--- config.mk ---
export PLATFORM = sky130hd
export DESIGN_NAME = marker_region_locator
export DESIGN_NICKNAME = d
export VERILOG_FILES = /design/src/rtl/pattern_pkg.sv /design/src/rtl/lane_priority_find.sv /design/src/rtl/marker_region_locator.sv
export SDC_FILE = /design/constraint.sdc
export NUM_CORES = 1
export LEC_CHECK = 0
export ABC_AREA = 1
export BUFFER_PORTS_ARGS = -buffer_cell sky130_fd_sc_hd__clkbuf_2
export CAP_MARGIN = 20
export CORE_MARGIN = 10
export CORE_UTILIZATION = 25
export CTS_CLUSTER_SIZE = 24
export DETAILED_ROUTE_END_ITERATION = 7
export PLACE_DENSITY = 0.54
export SYNTH_ARGS = -nofsm -noshare
export SYNTH_HDL_FRONTEND = slang
export SYNTH_SLANG_ARGS = --single-unit
--- constraint.sdc ---
create_clock -name clk -period 1.5 [get_ports clk]
set_input_delay 0.225 -clock clk [delete_from_list [all_inputs] [get_ports clk]]
set_output_delay 0.225 -clock clk [all_outputs]
set_load 0.1 [all_outputs]
--- src/rtl/pattern_pkg.sv ---
// ---------------------------------------------------------------------------
// pattern_pkg
// Shared definitions for the pattern_matcher streaming stages.
//   LANES / LANE_W / BYTE_W : word geometry (8 lanes of 8 bits, 3-bit index)
//   lane_t                  : lane index type, lane 7 = bits 63:56 (first byte)
//   state_t                 : region tracking state (outside / inside region)
//   lane_byte()             : extracts one byte lane from a packet word
// ---------------------------------------------------------------------------
package pattern_pkg;

    localparam int LANES  = 8;
    localparam int LANE_W = 3;
    localparam int BYTE_W = 8;

    typedef logic [LANE_W-1:0] lane_t;

    typedef enum logic {
        ST_IDLE   = 1'b0,
        ST_INSIDE = 1'b1
    } state_t;

    function automatic logic [BYTE_W-1:0] lane_byte(
        input logic [LANES*BYTE_W-1:0] word,
        input lane_t                   lane
    );
        return word[{lane, 3'b000} +: BYTE_W];
    endfunction

endpackage

--- src/rtl/lane_priority_find.sv ---
// ---------------------------------------------------------------------------
// lane_priority_find
// Combinational search for the highest byte lane equal to match_byte, limited
// to lanes at or below an upper bound.
//   in_word    : 64-bit packet word
//   match_byte : byte value searched for
//   bound      : upper lane limit
//   bound_incl : 1 = bound lane itself is searched, 0 = only lanes below it
//   found      : at least one lane matched within the limit
//   lane       : highest matching lane (0 when nothing found)
// ---------------------------------------------------------------------------
module lane_priority_find
    import pattern_pkg::*;
(
    input  logic [LANES*BYTE_W-1:0] in_word,
    input  logic [BYTE_W-1:0]       match_byte,
    input  lane_t                   bound,
    input  logic                    bound_incl,
    output logic                    found,
    output lane_t                   lane
);

    // Ascending sweep; a later (higher) match overwrites, so the highest wins.
    always_comb begin
        found = 1'b0;
        lane  = 3'd0;
        for (int i = 0; i < LANES; i++) begin
            if ((lane_byte(in_word, lane_t'(i)) == match_byte) &&
                (bound_incl ? (lane_t'(i) <= bound) : (lane_t'(i) < bound))) begin
                found = 1'b1;
                lane  = lane_t'(i);
            end else begin
                found = found;
                lane  = lane;
            end
        end
    end

endmodule

--- src/rtl/marker_region_locator.sv ---
// ---------------------------------------------------------------------------
// marker_region_locator
// Scans 64-bit packet words for a start-marker byte and an end-marker byte and
// reports, per word, the lane range (out_first down to out_last) covered by a
// marker-delimited region. Region state is carried across words of a packet.
// One-cycle registered pipeline stage with valid/ready handshake.
//
//   clk, reset_n            : clock, asynchronous active-low reset
//   cfg_start_byte/end_byte : marker values (must differ)
//   in_data/sop/eop/valid   : upstream word, in_ready back-pressure
//   out_data/sop/eop/valid  : registered copy of the accepted word
//   out_ready               : downstream accepts
//   out_hit                 : word contains region bytes
//   out_first / out_last    : highest / lowest region lane in the word
//   out_trunc               : region cut by eop or by span abort in this word
//
// Optional build macro REGION_LOCATOR_STATS_EN adds saturating counters
// stat_regions (regions closed by an end marker) and stat_truncs.
// ---------------------------------------------------------------------------
module marker_region_locator
    import pattern_pkg::*;
#(
    parameter int DATA_W         = 64,
    parameter int MAX_SPAN_WORDS = 16
) (
    input  logic              clk,
    input  logic              reset_n,
    input  logic [7:0]        cfg_start_byte,
    input  logic [7:0]        cfg_end_byte,
    input  logic [DATA_W-1:0] in_data,
    input  logic              in_sop,
    input  logic              in_eop,
    input  logic              in_valid,
    output logic              in_ready,
    output logic [DATA_W-1:0] out_data,
    output logic              out_sop,
    output logic              out_eop,
    output logic              out_valid,
    input  logic              out_ready,
    output logic              out_hit,
    output logic [2:0]        out_first,
    output logic [2:0]        out_last,
    output logic              out_trunc
`ifdef REGION_LOCATOR_STATS_EN
    ,
    output logic [15:0]       stat_regions,
    output logic [15:0]       stat_truncs
`endif
);

    localparam int                SPAN_W   = $clog2(MAX_SPAN_WORDS + 1);
    localparam logic [SPAN_W-1:0] SPAN_MAX = SPAN_W'(MAX_SPAN_WORDS);

    state_t             state_q, state_d;
    logic [SPAN_W-1:0]  span_q, span_d;
    logic [DATA_W-1:0]  data_q, data_d;
    logic               sop_q, sop_d, eop_q, eop_d, valid_q, valid_d;
    logic               hit_q, hit_d, trunc_q, trunc_d;
    lane_t              first_q, first_d, last_q, last_d;

    logic               accept_s, inside_s;
    logic               s_found_s, e_found_s;
    lane_t              s_lane_s, e_lane_s;
    logic               w_hit_s, w_trunc_s, w_open_s, w_closed_s;
    lane_t              w_first_s, w_last_s;
    state_t             w_state_s;
    logic [SPAN_W-1:0]  span_step_s, w_span_s;

    assign in_ready = !valid_q || out_ready;
    assign accept_s = in_valid && in_ready;

    // A sop while a region is open means the previous eop went missing:
    // the word is scanned as if the stage were idle.
    assign inside_s = (state_q == ST_INSIDE) && !in_sop;

    lane_priority_find u_start_find (
        .in_word    (in_data),
        .match_byte (cfg_start_byte),
        .bound      (3'd7),
        .bound_incl (1'b1),
        .found      (s_found_s),
        .lane       (s_lane_s)
    );

    // Inside a region the whole word is searched; otherwise only the lanes
    // strictly after (below) the start marker can hold its end marker.
    lane_priority_find u_end_find (
        .in_word    (in_data),
        .match_byte (cfg_end_byte),
        .bound      (inside_s ? 3'd7 : s_lane_s),
        .bound_incl (inside_s),
        .found      (e_found_s),
        .lane       (e_lane_s)
    );

    // Per-word region decode: lane range, next state, span and truncation.
    always_comb begin
        w_hit_s     = 1'b0;
        w_first_s   = 3'd0;
        w_last_s    = 3'd0;
        w_open_s    = 1'b0;
        w_closed_s  = 1'b0;
        span_step_s = '0;
        if (inside_s) begin
            w_hit_s   = 1'b1;
            w_first_s = 3'd7;
            if (e_found_s) begin
                w_last_s   = e_lane_s;
                w_closed_s = 1'b1;
            end else begin
                w_open_s    = 1'b1;
                span_step_s = span_q + SPAN_W'(1);
            end
        end else if (s_found_s) begin
            w_hit_s   = 1'b1;
            w_first_s = s_lane_s;
            if (e_found_s) begin
                w_last_s   = e_lane_s;
                w_closed_s = 1'b1;
            end else begin
                w_open_s    = 1'b1;
                span_step_s = SPAN_W'(1);
            end
        end else begin
            w_hit_s = 1'b0;
        end

        // last is already 0 whenever the region is still open after the scan.
        if (w_open_s && (in_eop || (span_step_s >= SPAN_MAX))) begin
            w_trunc_s = 1'b1;
            w_state_s = ST_IDLE;
            w_span_s  = '0;
        end else if (w_open_s) begin
            w_trunc_s = 1'b0;
            w_state_s = ST_INSIDE;
            w_span_s  = span_step_s;
        end else begin
            w_trunc_s = 1'b0;
            w_state_s = ST_IDLE;
            w_span_s  = '0;
        end
    end

    // Pipeline register next-state: load on accept, drop valid once taken.
    always_comb begin
        state_d = state_q;
        span_d  = span_q;
        data_d  = data_q;
        sop_d   = sop_q;
        eop_d   = eop_q;
        hit_d   = hit_q;
        first_d = first_q;
        last_d  = last_q;
        trunc_d = trunc_q;
        valid_d = valid_q;
        if (accept_s) begin
            state_d = w_state_s;
            span_d  = w_span_s;
            data_d  = in_data;
            sop_d   = in_sop;
            eop_d   = in_eop;
            hit_d   = w_hit_s;
            first_d = w_first_s;
            last_d  = w_last_s;
            trunc_d = w_trunc_s;
            valid_d = 1'b1;
        end else if (out_ready) begin
            valid_d = 1'b0;
        end else begin
            valid_d = valid_q;
        end
    end

    // State and output registers.
    always_ff @(posedge clk or negedge reset_n) begin
        if (!reset_n) begin
            state_q <= ST_IDLE;
            span_q  <= '0;
            data_q  <= '0;
            sop_q   <= 1'b0;
            eop_q   <= 1'b0;
            hit_q   <= 1'b0;
            first_q <= 3'd0;
            last_q  <= 3'd0;
            trunc_q <= 1'b0;
            valid_q <= 1'b0;
        end else begin
            state_q <= state_d;
            span_q  <= span_d;
            data_q  <= data_d;
            sop_q   <= sop_d;
            eop_q   <= eop_d;
            hit_q   <= hit_d;
            first_q <= first_d;
            last_q  <= last_d;
            trunc_q <= trunc_d;
            valid_q <= valid_d;
        end
    end

    assign out_data  = data_q;
    assign out_sop   = sop_q;
    assign out_eop   = eop_q;
    assign out_valid = valid_q;
    assign out_hit   = hit_q;
    assign out_first = first_q;
    assign out_last  = last_q;
    assign out_trunc = trunc_q;

`ifdef REGION_LOCATOR_STATS_EN
    logic [15:0] regions_q, regions_d, truncs_q, truncs_d;

    // Saturating event counters.
    always_comb begin
        regions_d = regions_q;
        truncs_d  = truncs_q;
        if (accept_s && w_closed_s && (regions_q != 16'hFFFF)) begin
            regions_d = regions_q + 16'd1;
        end else begin
            regions_d = regions_q;
        end
        if (accept_s && w_trunc_s && (truncs_q != 16'hFFFF)) begin
            truncs_d = truncs_q + 16'd1;
        end else begin
            truncs_d = truncs_q;
        end
    end

    // Counter registers.
    always_ff @(posedge clk or negedge reset_n) begin
        if (!reset_n) begin
            regions_q <= 16'd0;
            truncs_q  <= 16'd0;
        end else begin
            regions_q <= regions_d;
            truncs_q  <= truncs_d;
        end
    end

    assign stat_regions = regions_q;
    assign stat_truncs  = truncs_q;
`endif

endmodule

# After elaboration in Yosys (flattened, before gate mapping)
# Index checks and enable logic that the tools add are counted.
# Widths: inputs -> output; s select.
# word_totals
word_cells,120
ff_bits,81
output_inout_bits,76
# classes
n_reduce_logical,16
n_lt_le_gt_ge,17
add_sub_neg,1
n_eq_ne,16
muxes,60
# op_table
operator,count
$eq 8x8->1,16
$mux 3,14
$mux 1,38
$mux 5,4
$le 3x3->1 const A,4
$lt 3x3->1 const A,4
$logic_and 1x1->1,11
$mux 2,4
$le 1x3->1 const A,2
$le 2x3->1 const A,2
$lt 1x3->1 const A,2
$lt 2x3->1 const A,2
$add 5x1->5 const B,1
$ge 5x5->1 const B,1
$logic_not 1->1,2
$logic_or 1x1->1,2
$reduce_bool 2->1,1

# Logic depth before layout (Yosys ltp)
# Gate-level depths: netlist of run 1.
# depth
ltp_word,27
ltp_mapped,24
depth_no_buf,23

# Hierarchy
# From an unflattened synthesis of run 1, not the netlist that was laid out.
# unflattened
hier_cells,898
hier_area_um2,6033.3
# by_module_without_submodules
module,cells_per_inst,instances,area_per_inst_um2,seq_area_each_um2
marker_region_locator,368,1,3335.7,2026.9
lane_priority_find,265,2,1348.8,0.0

# Least setup slack after synthesis of run 1
# No wires, ideal clock.
# synth_path
path_kind,register to register
start,register valid_q (netlist: out_valid)
end,register data_q[18] (netlist: out_data[18])
setup_ns,0.068
path_buffers,2
path_slack_ns,-1.403
path_stages_with_launch,7
arrival_time_ns,2.835
cell_sequence,dfrtp_1 > nand2_1 > nand2_1 > clkbuf_1 > clkbuf_1 > nand2_1 > nand2_1
# synth_between
elab_chain_cells,3
# synth_lines
element,line,text
"start, declared",marker_region_locator.sv:57,"logic sop_q, sop_d, eop_q, eop_d, valid_q, valid_d;"
"start signal, assigned",marker_region_locator.sv:197,valid_q <= valid_d;
$logic_not 1->1,marker_region_locator.sv:69,assign in_ready = !valid_q || out_ready;
$logic_or 1x1->1,marker_region_locator.sv:69,
net in_ready,marker_region_locator.sv:34,"output logic in_ready,"
$logic_and 1x1->1,marker_region_locator.sv:70,assign accept_s = in_valid && in_ready;
"end signal, assigned",marker_region_locator.sv:190,data_q <= data_d;
"end, declared",marker_region_locator.sv:56,"logic [DATA_W-1:0] data_q, data_d;"
# The timed path passes the listed nets, and every way through them passes these cells.
# A chain may end at the register's enable or synchronous reset.

# Worst setup path after layout of run 1
# layout_path
start,input port cfg_end_byte[3]
end,register span_q[1]
# layout_between
elab_chain_cells,17
elab_cells_between_ends,36
cone_classes,order compare: 1; eq/ne: 8; mux: 17; reduce/logical: 10
# layout_lines
element,line,text
"start, declared",marker_region_locator.sv:29,"input logic [7:0] cfg_end_byte,"
$eq 8x8->1,lane_priority_find.sv:28,"if ((lane_byte(in_word, lane_t'(i)) == match_byte) &&"
$logic_and 1x1->1,lane_priority_find.sv:28,
$mux 1 (7 in series),lane_priority_find.sv:28,
$mux 1 *,lane_priority_find.sv:28,
$mux 1,"marker_region_locator.sv:107, marker_region_locator.sv:117",
$mux 1,marker_region_locator.sv:114,end else if (s_found_s) begin
$mux 5,marker_region_locator.sv:104,if (inside_s) begin
$ge 5x5->1,marker_region_locator.sv:129,if (w_open_s && (in_eop || (span_step_s >= SPAN_MAX))) begin
$logic_or 1x1->1,marker_region_locator.sv:129,
$logic_and 1x1->1,marker_region_locator.sv:129,
$mux 5 *,marker_region_locator.sv:129,
"end signal, assigned",marker_region_locator.sv:189,span_q <= span_d;
"end, declared",marker_region_locator.sv:55,"logic [SPAN_W-1:0] span_q, span_d;"
# Every way passes the cells marked *; elsewhere a longest branch is shown, timed or not.

==> run metrics, run 1 <==
status complete, but fails checks; failing checks negative setup slack; synth unique cells 37; core area around 20000 um^2; Net Sw Frac 0.446; Pleak about 0.0043 uW; GR peak layer met2; Final period util 1.17; met2 usage 0.258; Via-to-Cell Ratio between 4 and 5; GPL Wtd Cong between 0.9 and 1; Final Hold Viols 0; total power 8850 uW; Comb pwr share 0.440; total CTS buffers 9; CP max stage cell nor4_2; dpl hpwl 17900 um; Synth Warn # 0; min-delay src in_data[7]; Remaining Overflow, GRT 0; share of post-route cells with drive strength above 1 0.364; FF+latch count, synth 81; IO Pins about 160; Buf/Inv on CP 3; Max Slew Vio Count 0; Sink Count just over 80; fmax about 570 MHz; VDD IR-drop max approximately 0.50 mV; final worst clock skew 0.00580 ns; Site Rows 52; first-pass GRT wire length between 30000 and 40000 um; kind of critical path in2reg; grt met3 use 0.0468; post-route ant nets 0; Startpoint Class input port; largest cells by area after synthesis dfrtp_1, nand2_1, xor2_1; Syn-to-layout area delta 55.2%; Final min period 1.76 ns; CP Data Required Time 1.78 ns; CTS root buf clkbuf_16; syn nets 801; Post-Synthesis Cells approximately 710; vias in the first global route roughly 5700; worst path arrival time a little over 2 ns; Total GRT Usage 0.163; die footprint roughly 27000 um^2; clock insertion delay at the later pin of the skew report about 0.34 ns; cell taking the most area after synthesis dfrtp_1; initial antenna violation count 2; HP Class in2reg; crit-path max FO 7; most used cell, CP nand2_1; Starting Density 0.254; P_int 4900 uW; Setup TNS Final -1.87 ns; Net count, final ~1100; register share of total power 0.293; post-route insts no fill around 1300; Max Cap Viol 0; delay-heaviest family, CP simple AND/OR/NAND/NOR gates; Net Switching 3950 uW; M1 GR Usage 0.210; Via Count roughly 5600; Port Buffer Count 161; post-synthesis sequential area ratio 0.396; CP Capture Type register; Crit path largest cell delay 0.38 ns; Synth top area share 0.396; drt pass-1 iters 5; H-Tree Depth 3; Slew HR 0.615; reg2reg start state_q$_DFFE_PN0P_; Final setup viols 10; worst setup slack after layout -0.259 ns; post-synthesis area per instance about 7.2 um^2; RSZ-0062 raised after global routing true; dpl cells between 1000 and 1500; die height around 160 um; critical-path cell list clkbuf_2 -> inv_1 -> nand2_1 -> nand4_1 -> nor4_2 -> buf_4 -> nand2_1 -> nand2_1 -> nand2_2 -> nand3_4 -> nor2_4 -> o211ai_4 -> nand3_1 -> nand2_1; Die W ~160 um; final WL approximately 22000 um; power per standard cell area about 1100 nW/um^2; Clk pwr share 0.266; pin count of the biggest net entering global routing 65; crit path from cfg_end_byte[3]; number of DRC markers in iteration 0 429; routed len/inst roughly 17 um; Netlist Area Pre-Place slightly above 5000 um^2; maximum buffer depth of the clock tree 2; number of remaining DRC errors 0; CTS tree done; Worst-Margin Slew between 0.5 and 0.6 ns; Reg clk slew, reported paths roughly 0.06 ns
==> through the flow <==
step	setup slack [ns]	util	cell area [um^2]	hold slack [ns]
floorplan	-0.240	-	5420	-0.0706
global placement	-0.769	0.363	7330	0.161
detailed placement	-0.803	0.363	7330	0.159
CTS	-0.234	0.389	7840	0.137
global route	-0.384	0.393	7940	0.151
finish	-0.259	0.393	7940	0.152
==> area by class of cell <==
cell class              instances  area [um^2]
clock inverters                 3         65.1
flip-flops and latches         81         2030
multi-input cells             527         2780
repair buffers                297         2150
clock buffers                  12          246
well taps                     270          338
fillers                      2153        12200
inverters                      74          319
diodes                          2         5.00
==> logic make-up after synthesis <==
group	share of synthesized area
compound gates	0.0852
xor+xnor	0.103
fa+ha+maj	0.00245
buf+inv	0.0940
flops	0.396
simple gates	0.319
==> registers in the layout, indices dropped and copies added (netlist names) <==
| signal | cells |
|---|---|
| out_data | 64 |
| span_q | 5 |
| out_first | 3 |
| out_last | 3 |
| out_eop | 1 |
| out_hit | 1 |
| out_sop | 1 |
| out_trunc | 1 |
| out_valid | 1 |
| state_q | 1 |
==> worst paths after layout <==
check,endpoint,slack [ns],cells after the start
setup / recovery,span_q[1]$_DFFE_PN0P_,-0.26,14
hold / removal,out_data[7]$_DFFE_PN0P_,0.15,3
setup reg to reg,span_q[1]$_DFFE_PN0P_,-0.20,10
hold reg to reg,out_data[4]$_DFFE_PN0P_,0.48,2
max in group asynchronous,out_data[16]$_DFFE_PN0P_,0.65,3
min in group asynchronous,out_data[47]$_DFFE_PN0P_,0.34,2
==> routing by layer <==
metal,share of wire,wire [um]
met1,0.44,9550
met2,0.46,10000
met3,0.085,1860
met4,0.020,448
met5,0,0
==> tightest hold or removal path, cell delays in order <==
cell and delay [ns]:
clkbuf_2 0.13, nand2_1 0.06, nand2_1 0.05
==> what timing repair did <==
| action | CTS | global route |
|---|---|---|
| endpoints found under the setup margin | 11 | 11 |
| hold endpoints to repair | 20 | 0 |
| hold buffers | 1 | 0 |
| pin swaps | 17 | 22 |
| buffers inserted | 7 | 3 |
| resized for setup | 29 | 22 |
==> power by group through the flow <==
stage | logic [uW] | clock network [uW] | registers (uW)
4_1_cts | 3900 | 2430 | 2600
5_1_grt | 4100 | 2530 | 2620
3_5_place_dp | 3850 | 0 | 2630
2_1_floorplan | 846 | 0 | 4530
6_report | 3900 | 2360 | 2600
3_3_place_gp | 3840 | 0 | 2630
==> placed cells by master, fill, tap and decap left out, types with 7 or more instances in the layout <==
master / netlist / routed
nand2_1: 309 / 299
buf_4: 0 / 190
clkbuf_2: 0 / 92
dfrtp_1: 81 / 80
inv_1: 63 / 63
o21ai_1: 0 / 44
xor2_1: 32 / 32
xnor2_1: 28 / 25
nand4_1: 24 / 24
nor2_1: 22 / 19
a21oi_1: 13 / 13
clkbuf_16: 0 / 11
nand2_2: 4 / 10
nand3_1: 13 / 10
o21ai_0: 51 / 7
==> Yosys cell counts <==
master	instances
nand2_1	309
dfrtp_1	81
inv_1	63
o21ai_0	51
xor2_1	32
xnor2_1	28
nand4_1	24
nor2_1	22
clkbuf_1	16
a21oi_1	13
nand3_1	13
buf_2	8
buf_6	8
inv_2	6
nand2_2	4
nor3_1	4
nor4_1	4
a2111oi_0	3
inv_4	3
o22ai_1	3
nor3_2	2
o21ai_2	2
a221oi_1	1
a31oi_1	1
clkinv_1	1
ha_1	1
inv_6	1
nand3_2	1
nand3_4	1
nand3b_1	1
nand3b_4	1
nor2_2	1
nor2_4	1
nor3b_2	1
o211ai_2	1
o21ai_4	1
o221ai_1	1
(Power assumes the default switching activity.)
==> inputs of run 2 (changes only) <==
--- a/config.mk
+++ b/config.mk
@@ -10,9 +10,11 @@
 export CAP_MARGIN = 20
 export CORE_MARGIN = 10
 export CORE_UTILIZATION = 25
+export CTS_BUF_LIST = sky130_fd_sc_hd__clkbuf_4
 export CTS_CLUSTER_SIZE = 24
 export DETAILED_ROUTE_END_ITERATION = 7
-export PLACE_DENSITY = 0.54
+export PLACE_DENSITY = 0.52
 export SYNTH_ARGS = -nofsm -noshare
 export SYNTH_HDL_FRONTEND = slang
 export SYNTH_SLANG_ARGS = --single-unit
+export TNS_END_PERCENT = 50
==> constraint.sdc (replaced) <==
create_clock -name clk -period 1.9 [get_ports clk]
set_input_delay 0.285 -clock clk [delete_from_list [all_inputs] [get_ports clk]]
set_output_delay 0.285 -clock clk [all_outputs]
set_load 0.1 [all_outputs]
==> run 2 against run 1 <==
  * The run now ends clean
  * Critical path depth down 12
  * Setup slack improved by 0.31 ns
  * Via count fell by 2.6%
  * Die area is the same
  * Sequential share of layout area up 2.4 points
  * Largest power group unchanged
==> run metrics, run 2 (synthesized netlist as in run 1, its figures left out) <==
kind of critical path reg2out; vias in the first global route 5524 (-2.7%); Net Switching 3050 uW (-23%); commonest non-fill, non-tap cell in the layout nand2_1; fmax about 540 MHz; Remaining Overflow, GRT 0 (unchanged); Net Sw Frac 0.508 (+0.0616); Syn-to-layout area delta 42.1%; Via Count 5495 (-2.6%); Max Cap Viol 0 (unchanged); core area 20200 um^2 (unchanged); post-route insts no fill 1259 (-0.55%); final worst clock skew 0.0209 ns (+0.0151 ns); initial antenna violation count 4 (+2); CP max stage cell dfrtp_4; Clk pwr share 0.181 (-0.085); pin count of the biggest net entering global routing 64 (-1.5%); routed len/inst 16.9 um (-2.4%); Final Cell Area 7270 um^2 (-8.4%); first-pass GRT wire length 32600 um (-1.7%); dpl hpwl 17600 um (-1.7%); status finished, final reports clean; CTS root buf clkbuf_4; Comb pwr share 0.479 (+0.039); number of DRC markers in iteration 0 351 (-18%); crit-path max FO 3 (-4); VDD IR-drop max 0.539 mV (+7.1%); dpl cells 1239 (+0.081%); commonest cells after routing, fill and taps aside nand2_1, clkbuf_2, buf_4; Crit path largest cell delay 0.51 ns (+0.13 ns); Multi-input gate area 2640 um^2 (-5.1%); FF-to-FF setup slack 0.14 ns (+0.34 ns); Total GRT Usage 0.161 (-0.00214); Via-to-Cell Ratio 4.36 (-2.1%); number of remaining DRC errors 0 (unchanged); final WL 21300 um (-2.9%); Reg clk slew, reported paths 0.14 ns (+0.08 ns); CP Data Required Time 1.62 ns (-0.16 ns); die footprint 26600 um^2 (unchanged); Net count, final 1068 (-0.84%); Final min period ~1.8 ns; Final setup viols 0 (-10); post-route ant nets 0 (unchanged); RSZ-0062 raised after global routing false; Final period util 0.972; Worst-Margin Slew 0.580 ns (+0.00102 ns); worst path arrival time 1.56 ns (-0.48 ns); IO Pins 162 (unchanged); Fillers 2194 (+1.9%); total CTS buffers 9 (unchanged); Die W 163 um (unchanged); GPL Wtd Cong 0.945 (-0.67%); Final Hold Viols 0 (unchanged); maximum buffer depth of the clock tree 2 (unchanged); CTS tree done; final hold slack 0.0431 ns (-0.109 ns); P_int 2950 uW (-40%); Slew HR 0.615 (-0.000679); Port Buffer Count 161 (unchanged); share of post-route cells with drive strength above 1 0.340 (-0.0244); Startpoint Class register; die height 163 um (unchanged); critical-path cell list nand2_4 -> clkbuf_2; Seq. cell area 2030 um^2 (unchanged); Site Rows 52 (unchanged); Sink Count 81 (unchanged); CP Capture Type output pin; placed cell area 7070 um^2 (-3.5%); Pleak 0.00406 uW (-6.3%); clock insertion delay at the later pin of the skew report 0.49 ns (+0.15 ns); H-Tree Depth 3 (unchanged); postcts setup bufs 0 (-7); drt pass-1 iters 6 (+1); max reg flops 64 (unchanged); Starting Density 0.254 (unchanged); Max Slew Vio Count 0 (unchanged); power per standard cell area 826 nW/um^2 (-26%); HP Class in2reg; register share of total power 0.340 (+0.047)
[run 2: worst paths after layout]
kind	to	cells past startpoint	from
max reg2reg	span_q[3]$_DFFE_PN0P_	11	state_q$_DFFE_PN0P_
min in group asynchronous	out_sop$_DFFE_PN0P_	2	reset_n
max	in_ready	2	out_valid$_DFFE_PN0P_
min	out_data[5]$_DFFE_PN0P_	3	in_data[5]
max in group asynchronous	out_data[14]$_DFFE_PN0P_	3	reset_n
min reg2reg	out_data[36]$_DFFE_PN0P_	2	out_data[36]$_DFFE_PN0P_
[run 2: layout make-up]
type                       count  share of cell area
antenna                        3             0.00103
clock buffer                  11              0.0114
clock inverter                 5             0.00775
inverter                      74              0.0406
multi-input combinational    527               0.364
sequential                    81               0.279
tap                          270              0.0465
timing repair buffer         288               0.250
[run 2: power by group through the flow]
stage	sequential (uW)	combinational (uW)	clock, uW
4_1_cts	2040	2890	1130
2_1_floorplan	3580	567	0
5_1_grt	2070	3040	1200
3_3_place_gp	2070	2880	0
3_5_place_dp	2070	2880	0
6_report	2040	2870	1090
[run 2: stage by stage]
step | worst slack [ns] | total power (uW) | utilization | setup TNS [ns]
CTS | 0.0151 | 6060 | 0.358 | 0
floorplan | 0.0305 | 4140 | - | 0
finish | 0.0539 | 6000 | 0.360 | 0
global route | 0.00241 | 6310 | 0.360 | 0
global placement | -0.427 | 4950 | 0.351 | -3.59
detailed placement | -0.488 | 4950 | 0.351 | -4.04
[run 2: repair_timing]
item,CTS,global route
hold endpoints to repair,34,0
setup endpoints to repair,0,7
gates resized for setup,0,18
hold buffers,1,0
[run 2: critical path, delay by kind of cell (launching register included)]
| kind | cells | cell delay (ns) |
|---|---|---|
| flip-flops | 1 | 0.51 |
| AND/OR/NAND/NOR | 1 | 0.09 |
| buffers and inverters | 1 | 0.46 |
[run 2: metal layers]
metal,share of wire,GRT usage,up-vias
met1,0.46,0.212,2535
li1,-,-,2770
met5,0.0011,0,-
met4,0.016,0.0496,4
met2,0.44,0.246,164
met3,0.083,0.0508,22
